$ cat src/rtl/seq_det_pkg.sv
// Shared types and elaboration-time helpers for the parametrised sequence detector.
// Pattern bits are ordered so that pattern[len-1] is the first bit received.
package seq_det_pkg;

    localparam int PAT_MAX = 16;

    typedef logic [PAT_MAX-1:0] pat_t;

    // Longest proper prefix of the pattern that is also a suffix of it.
    function automatic int border_len(pat_t pattern, int len);
        int  best;
        logic ok;
        best = 0;
        for (int k = 1; k < PAT_MAX; k++) begin
            if (k < len) begin
                ok = 1'b1;
                for (int i = 0; i < PAT_MAX; i++) begin
                    if (i < k && pattern[len-1-i] != pattern[k-1-i]) ok = 1'b0;
                end
                if (ok) best = k;
            end
        end
        return best;
    endfunction

    // Longest pattern prefix that is a suffix of (prefix of length s, then b), capped below len.
    function automatic int next_state(pat_t pattern, int len, int s, logic b);
        int   best;
        int   j;
        logic ok;
        logic elem;
        best = 0;
        for (int k = 1; k <= PAT_MAX; k++) begin
            if (k <= s + 1 && k < len) begin
                ok = 1'b1;
                for (int i = 0; i < PAT_MAX; i++) begin
                    if (i < k) begin
                        j    = s + 1 - k + i;
                        elem = (j == s) ? b : pattern[len-1-j];
                        if (elem != pattern[len-1-i]) ok = 1'b0;
                    end
                end
                if (ok) best = k;
            end
        end
        return best;
    endfunction

endpackage

$ cat src/rtl/seq_sat_counter.sv
// Saturating up-counter with synchronous reset and clear; holds at all ones.
module seq_sat_counter #(
    parameter int CNT_W = 8
) (
    input  logic             clk,
    input  logic             reset,
    input  logic             clear,
    input  logic             inc,
    output logic [CNT_W-1:0] count,
    output logic             sat
);

    assign sat = &count;

    always_ff @(posedge clk) begin
        if (reset || clear) begin
            count <= '0;
        end else if (inc && !sat) begin
            count <= count + CNT_W'(1);
        end
    end

endmodule

$ cat src/rtl/seq_detector_param.sv
// Parametrised serial pattern detector: KMP-style prefix state machine with a
// combinational Mealy hit, a registered hit flag and a saturating hit counter.
module seq_detector_param
    import seq_det_pkg::*;
#(
    parameter int   PAT_LEN = 4,
    parameter pat_t PATTERN = 16'b1001,
    parameter bit   OVERLAP = 1'b1,
    parameter int   CNT_W   = 8
) (
    input  logic                       clk,
    input  logic                       reset,
    input  logic                       clear,
    input  logic                       x,
    input  logic                       x_valid,
    output logic                       y_mealy,
    output logic                       y_reg,
    output logic [$clog2(PAT_LEN)-1:0] state,
    output logic [CNT_W-1:0]           match_count,
    output logic                       count_sat
);

    localparam int            SW     = $clog2(PAT_LEN);
    localparam int            ROWS   = 2 ** SW;
    localparam logic [SW-1:0] LAST   = SW'(PAT_LEN - 1);
    localparam logic [SW-1:0] BORDER = SW'(border_len(PATTERN, PAT_LEN));

    if (PAT_LEN < 2 || PAT_LEN > PAT_MAX) begin : g_bad_len
        $error("seq_detector_param: PAT_LEN must be in 2..16");
    end
    if ((PATTERN >> PAT_LEN) != '0) begin : g_bad_pattern
        $error("seq_detector_param: PATTERN wider than PAT_LEN");
    end

    // Constant transition tables; rows beyond PAT_LEN-1 are unreachable padding.
    logic [ROWS-1:0][SW-1:0] ns0_table;
    logic [ROWS-1:0][SW-1:0] ns1_table;
    logic [ROWS-1:0]         exp_bit;

    for (genvar gi = 0; gi < ROWS; gi++) begin : g_row
        if (gi < PAT_LEN) begin : g_live
            assign ns0_table[gi] = SW'(next_state(PATTERN, PAT_LEN, gi, 1'b0));
            assign ns1_table[gi] = SW'(next_state(PATTERN, PAT_LEN, gi, 1'b1));
            assign exp_bit[gi]   = PATTERN[PAT_LEN-1-gi];
        end else begin : g_pad
            assign ns0_table[gi] = '0;
            assign ns1_table[gi] = '0;
            assign exp_bit[gi]   = 1'b0;
        end
    end

    logic [SW-1:0] state_reg;
    logic [SW-1:0] state_next;
    logic          match_bit;

    assign state = state_reg;

    always_comb begin
        match_bit  = (x == exp_bit[state_reg]);
        y_mealy    = x_valid && (state_reg == LAST) && match_bit;
        state_next = state_reg;
        if (x_valid) begin
            if (y_mealy) begin
                state_next = OVERLAP ? BORDER : '0;
            end else begin
                state_next = x ? ns1_table[state_reg] : ns0_table[state_reg];
            end
        end
    end

    // y_reg is an output pipeline, so clear does not suppress a same-cycle hit.
    always_ff @(posedge clk) begin
        if (reset) begin
            state_reg <= '0;
            y_reg     <= 1'b0;
        end else begin
            y_reg     <= y_mealy;
            state_reg <= clear ? '0 : state_next;
        end
    end

    seq_sat_counter #(
        .CNT_W(CNT_W)
    ) u_counter (
        .clk  (clk),
        .reset(reset),
        .clear(clear),
        .inc  (y_mealy),
        .count(match_count),
        .sat  (count_sat)
    );

endmodule

$ cat config.mk
export PLATFORM = sky130hd
export DESIGN_NAME = seq_detector_param
export DESIGN_NICKNAME = d
export VERILOG_FILES = /design/src/rtl/seq_det_pkg.sv /design/src/rtl/seq_sat_counter.sv /design/src/rtl/seq_detector_param.sv
export SDC_FILE = /design/constraint.sdc
export NUM_CORES = 1
export LEC_CHECK = 0
export ABC_AREA = 1
export ABC_CLOCK_PERIOD_IN_PS = 4300
export CAP_MARGIN = 10
export CORE_AREA = 4 4 43 45
export DETAILED_ROUTE_END_ITERATION = 8
export DIE_AREA = 0 0 47 49
export GPL_TIMING_DRIVEN = 1
export HOLD_SLACK_MARGIN = 0.1
export PLACE_DENSITY = 0.78
export SLEW_MARGIN = 20
export SYNTH_ARGS = -nofsm -noshare
export SYNTH_HDL_FRONTEND = slang
export SYNTH_SLANG_ARGS = --single-unit
export TNS_END_PERCENT = 50
$ cat constraint.sdc
create_clock -name clk -period 4.3 [get_ports clk]
set_input_delay 0.86 -clock clk [delete_from_list [all_inputs] [get_ports clk]]
set_output_delay 0.86 -clock clk [all_outputs]
set_load 0.01 [all_outputs]
======== After elaboration in Yosys (flattened, before gate mapping) ========
Index checks and enable logic that the tools add are counted.
storage, ports and cells
  input bits .............................. 5
  bits in registers ....................... 11
  logic and storage cells ................. 22
  output and inout port bits .............. 13
cells by class
  equality and inequality tests ........... 2
  add/subtract/negate cells ............... 1
  mux-type cells .......................... 8
  magnitude comparators ................... 1
  reductions and logical operators ........ 7
operators with widths
  kind                 count
  $add 8x1->8 const B  1
  $bmux 2 s2           2
  $mux 2               4
  $reduce_and 8->1     1
  $logic_and 1x1->1    3
  $lt 2x3->1 const B   1
  $bmux 1 s2           1
  $eq 2x2->1 const B   1
  $reduce_or 2->1      1
  $eq 1x1->1           1
  $logic_not 1->1      1
  $logic_or 1x1->1     1
  $mux 1               1

======== Depth between registers and ports, before layout ========
Gate-level depths: netlist (run 1).
  word-level depth ........................ 5
  depth in mapped cells ................... 11
  mapped depth without buffers ............ 11

======== Cells and area by module ========
Synthesis (run 1) repeated with hierarchy kept, for this count alone.
unflattened totals
  cell total of the unflattened synthesis .. 98
  area, all modules ....................... 633.1 um^2
modules (own cells, without submodules)
  module              times used  cells an instance  seq. area each (um^2)  area an instance (um^2)
  seq_sat_counter     1           72                 160.2                  456.7
  seq_detector_param  1           26                 60.1                   176.4

======== Worst setup path after synthesis (run 1) ========
Ideal clock, no wire load.
  path type ............................... input to output
  start point ............................. in x
  end point ............................... out y_mealy
  cell stages on the path ................. 3
  setup slack ............................. 2.025 ns
  arrival ................................. 1.415 ns
  path buffers ............................ 0
  required time ........................... 3.440 ns
  cells stage by stage .................... inv_1 > ha_1 > nor2_4
between the ends
  cells in the longest elaborated chain, start to end .. 2
ends and longest elaborated chain
  element            line                      text
  from (decl)        seq_detector_param.sv:14  input logic x,
  $eq 1x1->1         seq_detector_param.sv:59  match_bit = (x == exp_bit[state_reg]);
  $logic_and 1x1->1  seq_detector_param.sv:60  y_mealy = x_valid && (state_reg == LAST) && match_bit;
  to (decl)          seq_detector_param.sv:16  output logic y_mealy,
No other way between the ends.

======== Worst setup path in the final report (run 1) ========
Same ends and word-level chain as after synthesis.

==> results.cfg, run 1 <==
[status]
status = completed

[finish]
final_nets = 115
area_of_the_multi_input_gates_um2 = 357.8
final-seq-area_um2 = 220.2
drive_gt1_frac = 0.1524
layout_area_growth_over_synthesis_pct = 34.95
antennaDiodeCount = 0
fillCellCount = 149
largest_reg_flops = 8

[yosys]
synthesis.instances = 84
synth.lib_cells_used.distinct = 19
mappedNetlistArea_um2 = 619.3
ys.warnings.count = 0
post_synth.cell_area_avg_um2 = 7.373
synth_seq_cells = 11
synth.yosys.seq_area_share = 0.3556
synth.net_count = 93

[global_route]
gr_ovfl_total = 0
grt_antenna_before_repair = 0
via_count_of_the_first_global_routing_pass = 553
wire_length_of_the_first_global_routing_pass_um = 2442
grt_start_max_net_pins = 11
track_usage = 0.1461

[die]
die_area_um2 = 2303
fp-row-count = 14
pin_count = 18
core_um2 = 1471
chipWidth_um = 47
start_util = 0.4209
die_y_extent_um = 49

[setup_path]
timing.critical_path.to = y_mealy
critPathRequiredTime_ns = 3.44
r2r_start = state[0]
rr_worst_depth = 10
end_kind = output pin
worst-endpoint-arrival_ns = 2.48
r2r_slack_ns = 2.51
worst_setup_path_start_kind = input pin
critical_path.reg2reg.endpoint = u_counter.count[7]
type_of_the_worst_setup_path = in -> out
worstSetupStartpoint = x
critPathMaxFanout = 5

[sta]
fin_ws_ns = 0.9594
maxSlewViolCount = 0
setup_total_negative_slack_ns = 0
final.period_utilization = 0.7769
finalSetupViolCount = 0
grt_setup_unrepaired = no
report.final.hold_viol_count = 0
fmax_ghz = 0.2993
finClkSkew_ns = 0.004929
maxSlewHeadroom = 0.7461
fin_crit_ns = 3.341
worst_pin_slew_ns = 0.3805

[clocking]
cts-hold-fix-buffers = 0
clock_insertion_delay_worst_skew_ns = 0.27
clock_sink_count = 11
cts_root_buf = sky130_fd_sc_hd__clkbuf_4
cts_made_buffers = 3
post_cts_buffers = 0
post_cts_resize_count = 0
clock_tree.htree_level_count = 1
cts_tree = done
clockBufferDepth = 2
clkTransAtPathRegs_ns = 0.07

[power_and_ir_drop]
ir_drop_mv = 0.1461
leakage_nw = 0.3325
cellPowerDensity_nw_per_um2 = 228.0

[route]
finalWirelength_um = 1295
dr.pass1.iters = 4
vias = 591
post_drt_wl_per_cell_um = 10.70
viasPerCell = 4.884
drt-initial-drc-count = 6
route.detailed.drc = 0
ant_nets = 0

[placement]
dp_hpwl_um = 1007
gp_congestion = 0.7886
post-place-ws_ns = 0.9513
portBuffers = 17

[worst_hold_path]
hold_path_class = reg -> reg

[flow_run]
timing.max_cap.violations = 0
metal layers:
layer  share of wire  track usage  wire, µm
met4           0.032      0.08295        41
met2            0.45       0.2104       584
met5               0            0         0
met3           0.063      0.05535        81
met1            0.45       0.1792       587
metrics by stage:
stage	total power [mW]	instances	hold slack (ns)	utilization	area, µm²
after global routing	0.1997	121	0.5592	0.5680	835.8
final	0.1906	121	0.5026	0.5680	835.8
after detailed placement	0.1214	117	0.4924	0.5502	809.5
after global placement	0.1209	117	0.4789	0.5502	809.5
after floorplan	0.1134	84	0.5240	-	619.3
after CTS	0.1936	121	0.5092	0.5680	835.8
cell usage after synthesis:
| library cell | n | area share |
|---|---|---|
| sky130_fd_sc_hd__nand4_1 | 1 | 0.010 |
| sky130_fd_sc_hd__nand2_4 | 2 | 0.036 |
| sky130_fd_sc_hd__nor2_4 | 2 | 0.036 |
| sky130_fd_sc_hd__nand3_2 | 1 | 0.016 |
| sky130_fd_sc_hd__nand2_2 | 3 | 0.030 |
| sky130_fd_sc_hd__ha_1 | 4 | 0.081 |
| sky130_fd_sc_hd__nor2_2 | 4 | 0.040 |
| sky130_fd_sc_hd__inv_1 | 11 | 0.067 |
| sky130_fd_sc_hd__a31oi_1 | 3 | 0.030 |
| sky130_fd_sc_hd__o21ai_1 | 1 | 0.0081 |
| sky130_fd_sc_hd__dfxtp_1 | 11 | 0.36 |
| sky130_fd_sc_hd__a21boi_2 | 1 | 0.018 |
| sky130_fd_sc_hd__nor2_1 | 13 | 0.079 |
| sky130_fd_sc_hd__nor3_1 | 1 | 0.0081 |
| sky130_fd_sc_hd__nand3_1 | 5 | 0.040 |
| sky130_fd_sc_hd__nand2_1 | 15 | 0.091 |
| sky130_fd_sc_hd__a21oi_1 | 2 | 0.016 |
| sky130_fd_sc_hd__o21ai_0 | 3 | 0.024 |
| sky130_fd_sc_hd__a211oi_1 | 1 | 0.012 |
final cells by class:
class | count | area share
Tap cell | 16 | 0.02395
Multi-Input combinational cell | 62 | 0.4281
Inverter | 11 | 0.04940
Timing Repair Buffer | 17 | 0.2036
Clock buffer | 4 | 0.03144
Sequential cell | 11 | 0.2635
logic make-up (layout without fill, tap and decap cells):
family | count (synthesis) | in the layout | synth area share
simple gates | 47 | 47 | 0.3879
fa+ha+maj | 4 | 4 | 0.08081
flops | 11 | 11 | 0.3556
compound gates | 11 | 11 | 0.1091
buf+inv | 11 | 32 | 0.06667
where the power goes:
group / internal (mW) / switching, mW / leakage [nW] / total (mW)
Combinational: 0.00781 / 0.00774 / 0.229 / 0.0156
Sequential: 0.103 / 0.000843 / 0.0888 / 0.103
Clock: 0.0360 / 0.0356 / 0.0150 / 0.0716
critical path, stage by stage:
cell and delay (ns):
sky130_fd_sc_hd__clkdlybuf4s50_1 0.47, sky130_fd_sc_hd__inv_1 0.05, sky130_fd_sc_hd__ha_1 0.33, sky130_fd_sc_hd__nor2_4 0.20, sky130_fd_sc_hd__clkdlybuf4s50_1 0.57
cells in the final DEF, fill, tap and decap left out, drive strengths merged:
master / instances
nand2: 20
nor2: 19
clkdlybuf4s50: 17
inv: 11
dfxtp: 11
nand3: 6
ha: 4
o21ai: 4
clkbuf: 4
a31oi: 3
a21oi: 2
a211oi: 1
nor3: 1
nand4: 1
a21boi: 1
worst min-delay path by stage:
stage,endpoint,depth (start not counted),slack [ns],startpoint
after floorplan,u_counter.count[6],2,0.52,u_counter.count[6]
after global placement,u_counter.count[6],2,0.48,u_counter.count[6]
after detailed placement,u_counter.count[6],2,0.49,u_counter.count[6]
after CTS,u_counter.count[6],2,0.51,u_counter.count[6]
after global routing,u_counter.count[4],2,0.56,u_counter.count[4]
final,u_counter.count[6],2,0.50,u_counter.count[6]
No activity file was read; power rests on OpenSTA's default activity.
==> run 2, diff against run 1 <==
--- a/config.mk
+++ b/config.mk
@@ -6,7 +6,7 @@
 export NUM_CORES = 1
 export LEC_CHECK = 0
 export ABC_AREA = 1
-export ABC_CLOCK_PERIOD_IN_PS = 4300
+export ABC_CLOCK_PERIOD_IN_PS = 3300
 export CAP_MARGIN = 10
 export CORE_AREA = 4 4 43 45
 export DETAILED_ROUTE_END_ITERATION = 8
==> constraint.sdc (replaced) <==
create_clock -name clk -period 3.3 [get_ports clk]
set_input_delay 0.66 -clock clk [delete_from_list [all_inputs] [get_ports clk]]
set_output_delay 0.66 -clock clk [all_outputs]
set_load 0.01 [all_outputs]
==> run 2 against run 1 <==
Compared with the run above:
- total power rose by 29%
- register-to-register slack worse by 0.98 ns
- critical path type unchanged
- clock skew shrank 0.00053 ns
- clock power is 26% higher
- cell count unchanged
- first-iteration DRC count is 83% higher
- global-route usage shrank 1.3 points
- worst setup slack got worse by 0.60 ns
- worst hold slack gained 0.016 ns
- via count decreased by 0.17%
==> results.cfg, run 2 (synthesized netlist as in run 1, its figures left out) <==
[sta]
finalSetupViolCount = 0
fin_crit_ns = 2.940
maxSlewHeadroom = 0.7406
fmax_ghz = 0.3402
finClkSkew_ns = 0.004400
worst_pin_slew_ns = 0.3886
report.final.hold_viol_count = 0
fin_ws_ns = 0.3605
maxSlewViolCount = 0
grt_setup_unrepaired = no
final.period_utilization = 0.8908
setup_total_negative_slack_ns = 0

[setup_path]
worst_setup_path_start_kind = input pin
worstPathCellList = clkdlybuf4s50_1 -> inv_1 -> ha_1 -> nor2_4 -> clkdlybuf4s50_1
timing.critical_path.mode_cell = sky130_fd_sc_hd__clkdlybuf4s50_1
critPathRequiredTime_ns = 2.64
worst-endpoint-arrival_ns = 2.28
critPathMaxFanout = 5
r2r_slack_ns = 1.53
crit_buf_inv = 3
critical_path.slowest_cell = sky130_fd_sc_hd__clkdlybuf4s50_1
critical-path-top-delay-family = buffers and inverters
end_kind = output pin
timing.critical_path.slowest_cell_delay_ns = 0.57
type_of_the_worst_setup_path = in -> out

[clocking]
clockBufferDepth = 2
post_cts_resize_count = 0
cts-hold-fix-buffers = 0
cts_root_buf = sky130_fd_sc_hd__clkbuf_4
cts_made_buffers = 3
post_cts_buffers = 0
cts_tree = done
clock_tree.htree_level_count = 1
clkTransAtPathRegs_ns = 0.07
clock_sink_count = 11
clock_insertion_delay_worst_skew_ns = 0.27

[route]
dr.pass1.iters = 4
finalWirelength_um = 1257
ant_nets = 0
post_drt_wl_per_cell_um = 10.39
route.detailed.drc = 0
viasPerCell = 4.876
drt-initial-drc-count = 11
vias = 590

[finish]
final_common_cell = sky130_fd_sc_hd__clkdlybuf4s50_1
largest_reg_flops = 8
final_nets = 115
antennaDiodeCount = 0
drive_gt1_frac = 0.1524
final_core_util = 0.5680
mostFrequentLayoutCells = sky130_fd_sc_hd__clkdlybuf4s50_1, sky130_fd_sc_hd__nand2_1, sky130_fd_sc_hd__nor2_1, sky130_fd_sc_hd__inv_1, sky130_fd_sc_hd__dfxtp_1
layout_area_growth_over_synthesis_pct = 34.95

[global_route]
via_count_of_the_first_global_routing_pass = 530
grt_start_max_net_pins = 11
wire_length_of_the_first_global_routing_pass_um = 2228
gr_ovfl_total = 0
track_usage = 0.1334
grt_antenna_before_repair = 0

[placement]
gp_congestion = 0.7882
dp_hpwl_um = 939.6
portBuffers = 17
post-place-ws_ns = 0.3518

[die]
chipWidth_um = 47
fp-row-count = 14
start_util = 0.4209
pin_count = 18
die_y_extent_um = 49
core_um2 = 1471
die_area_um2 = 2303

[worst_hold_path]
hold_path_class = reg -> reg

[flow_run]
timing.max_cap.violations = 0

[power_and_ir_drop]
cellPowerDensity_nw_per_um2 = 293.3
leakage_nw = 0.3325
ir_drop_mv = 0.1650
totalPowerFinal_mw = 0.2451

[status]
status = completed
[run 2: cell counts in the layout (fill, tap and decap cells not counted)]
No cell type changed its count.
[run 2: worst register-to-register path: stages, from the launching register on]
cell,delay (ns)
sky130_fd_sc_hd__dfxtp_1,0.38
sky130_fd_sc_hd__inv_1,0.06
sky130_fd_sc_hd__ha_1,0.27
sky130_fd_sc_hd__inv_1,0.04
sky130_fd_sc_hd__ha_1,0.31
sky130_fd_sc_hd__inv_1,0.08
sky130_fd_sc_hd__nand3_2,0.10
sky130_fd_sc_hd__nor2_2,0.16
sky130_fd_sc_hd__nand2_1,0.09
sky130_fd_sc_hd__nor3_1,0.13
sky130_fd_sc_hd__nor2_1,0.05
[run 2: metrics by stage]
stage / area, µm² / cells / hold WS (ns)
floorplan: 619.3 / 84 / 0.5240
global placement: 809.5 / 117 / 0.4789
detailed placement: 809.5 / 117 / 0.5087
CTS: 835.8 / 121 / 0.5282
global route: 835.8 / 121 / 0.5569
finish: 835.8 / 121 / 0.5191
[run 2: layout make-up]
type,instances,area (µm²)
Fill cell,144,635.6
Multi-Input combinational cell,62,357.8
Sequential cell,11,220.2
Timing Repair Buffer,17,170.2
Inverter,11,41.29
Clock buffer,4,26.28
Tap cell,16,20.02
[run 2: final timing paths]
kind | startpoint | endpoint | cells after the start
setup / recovery | x | y_mealy | 5
hold / removal | u_counter.count[6] | u_counter.count[6] | 2
setup reg to reg | state[0] | u_counter.count[7] | 10
hold reg to reg | u_counter.count[6] | u_counter.count[6] | 2
[run 2: routing by layer]
metal / GRT usage / vias up / wire [µm]
li1: - / 313 / -
met1: 0.1615 / 255 / 578
met2: 0.1878 / 20 / 549
met3: 0.07749 / 2 / 109
met4: 0.05530 / 0 / 20
met5: 0 / - / 0
[run 2: where the power goes]
| part | total [mW] | switching, mW | internal (mW) |
|---|---|---|---|
| Combinational | 0.0201 | 0.00999 | 0.0102 |
| Clock | 0.0904 | 0.0436 | 0.0468 |
| Sequential | 0.135 | 0.000983 | 0.134 |
| Total | 0.245 | 0.0546 | 0.191 |
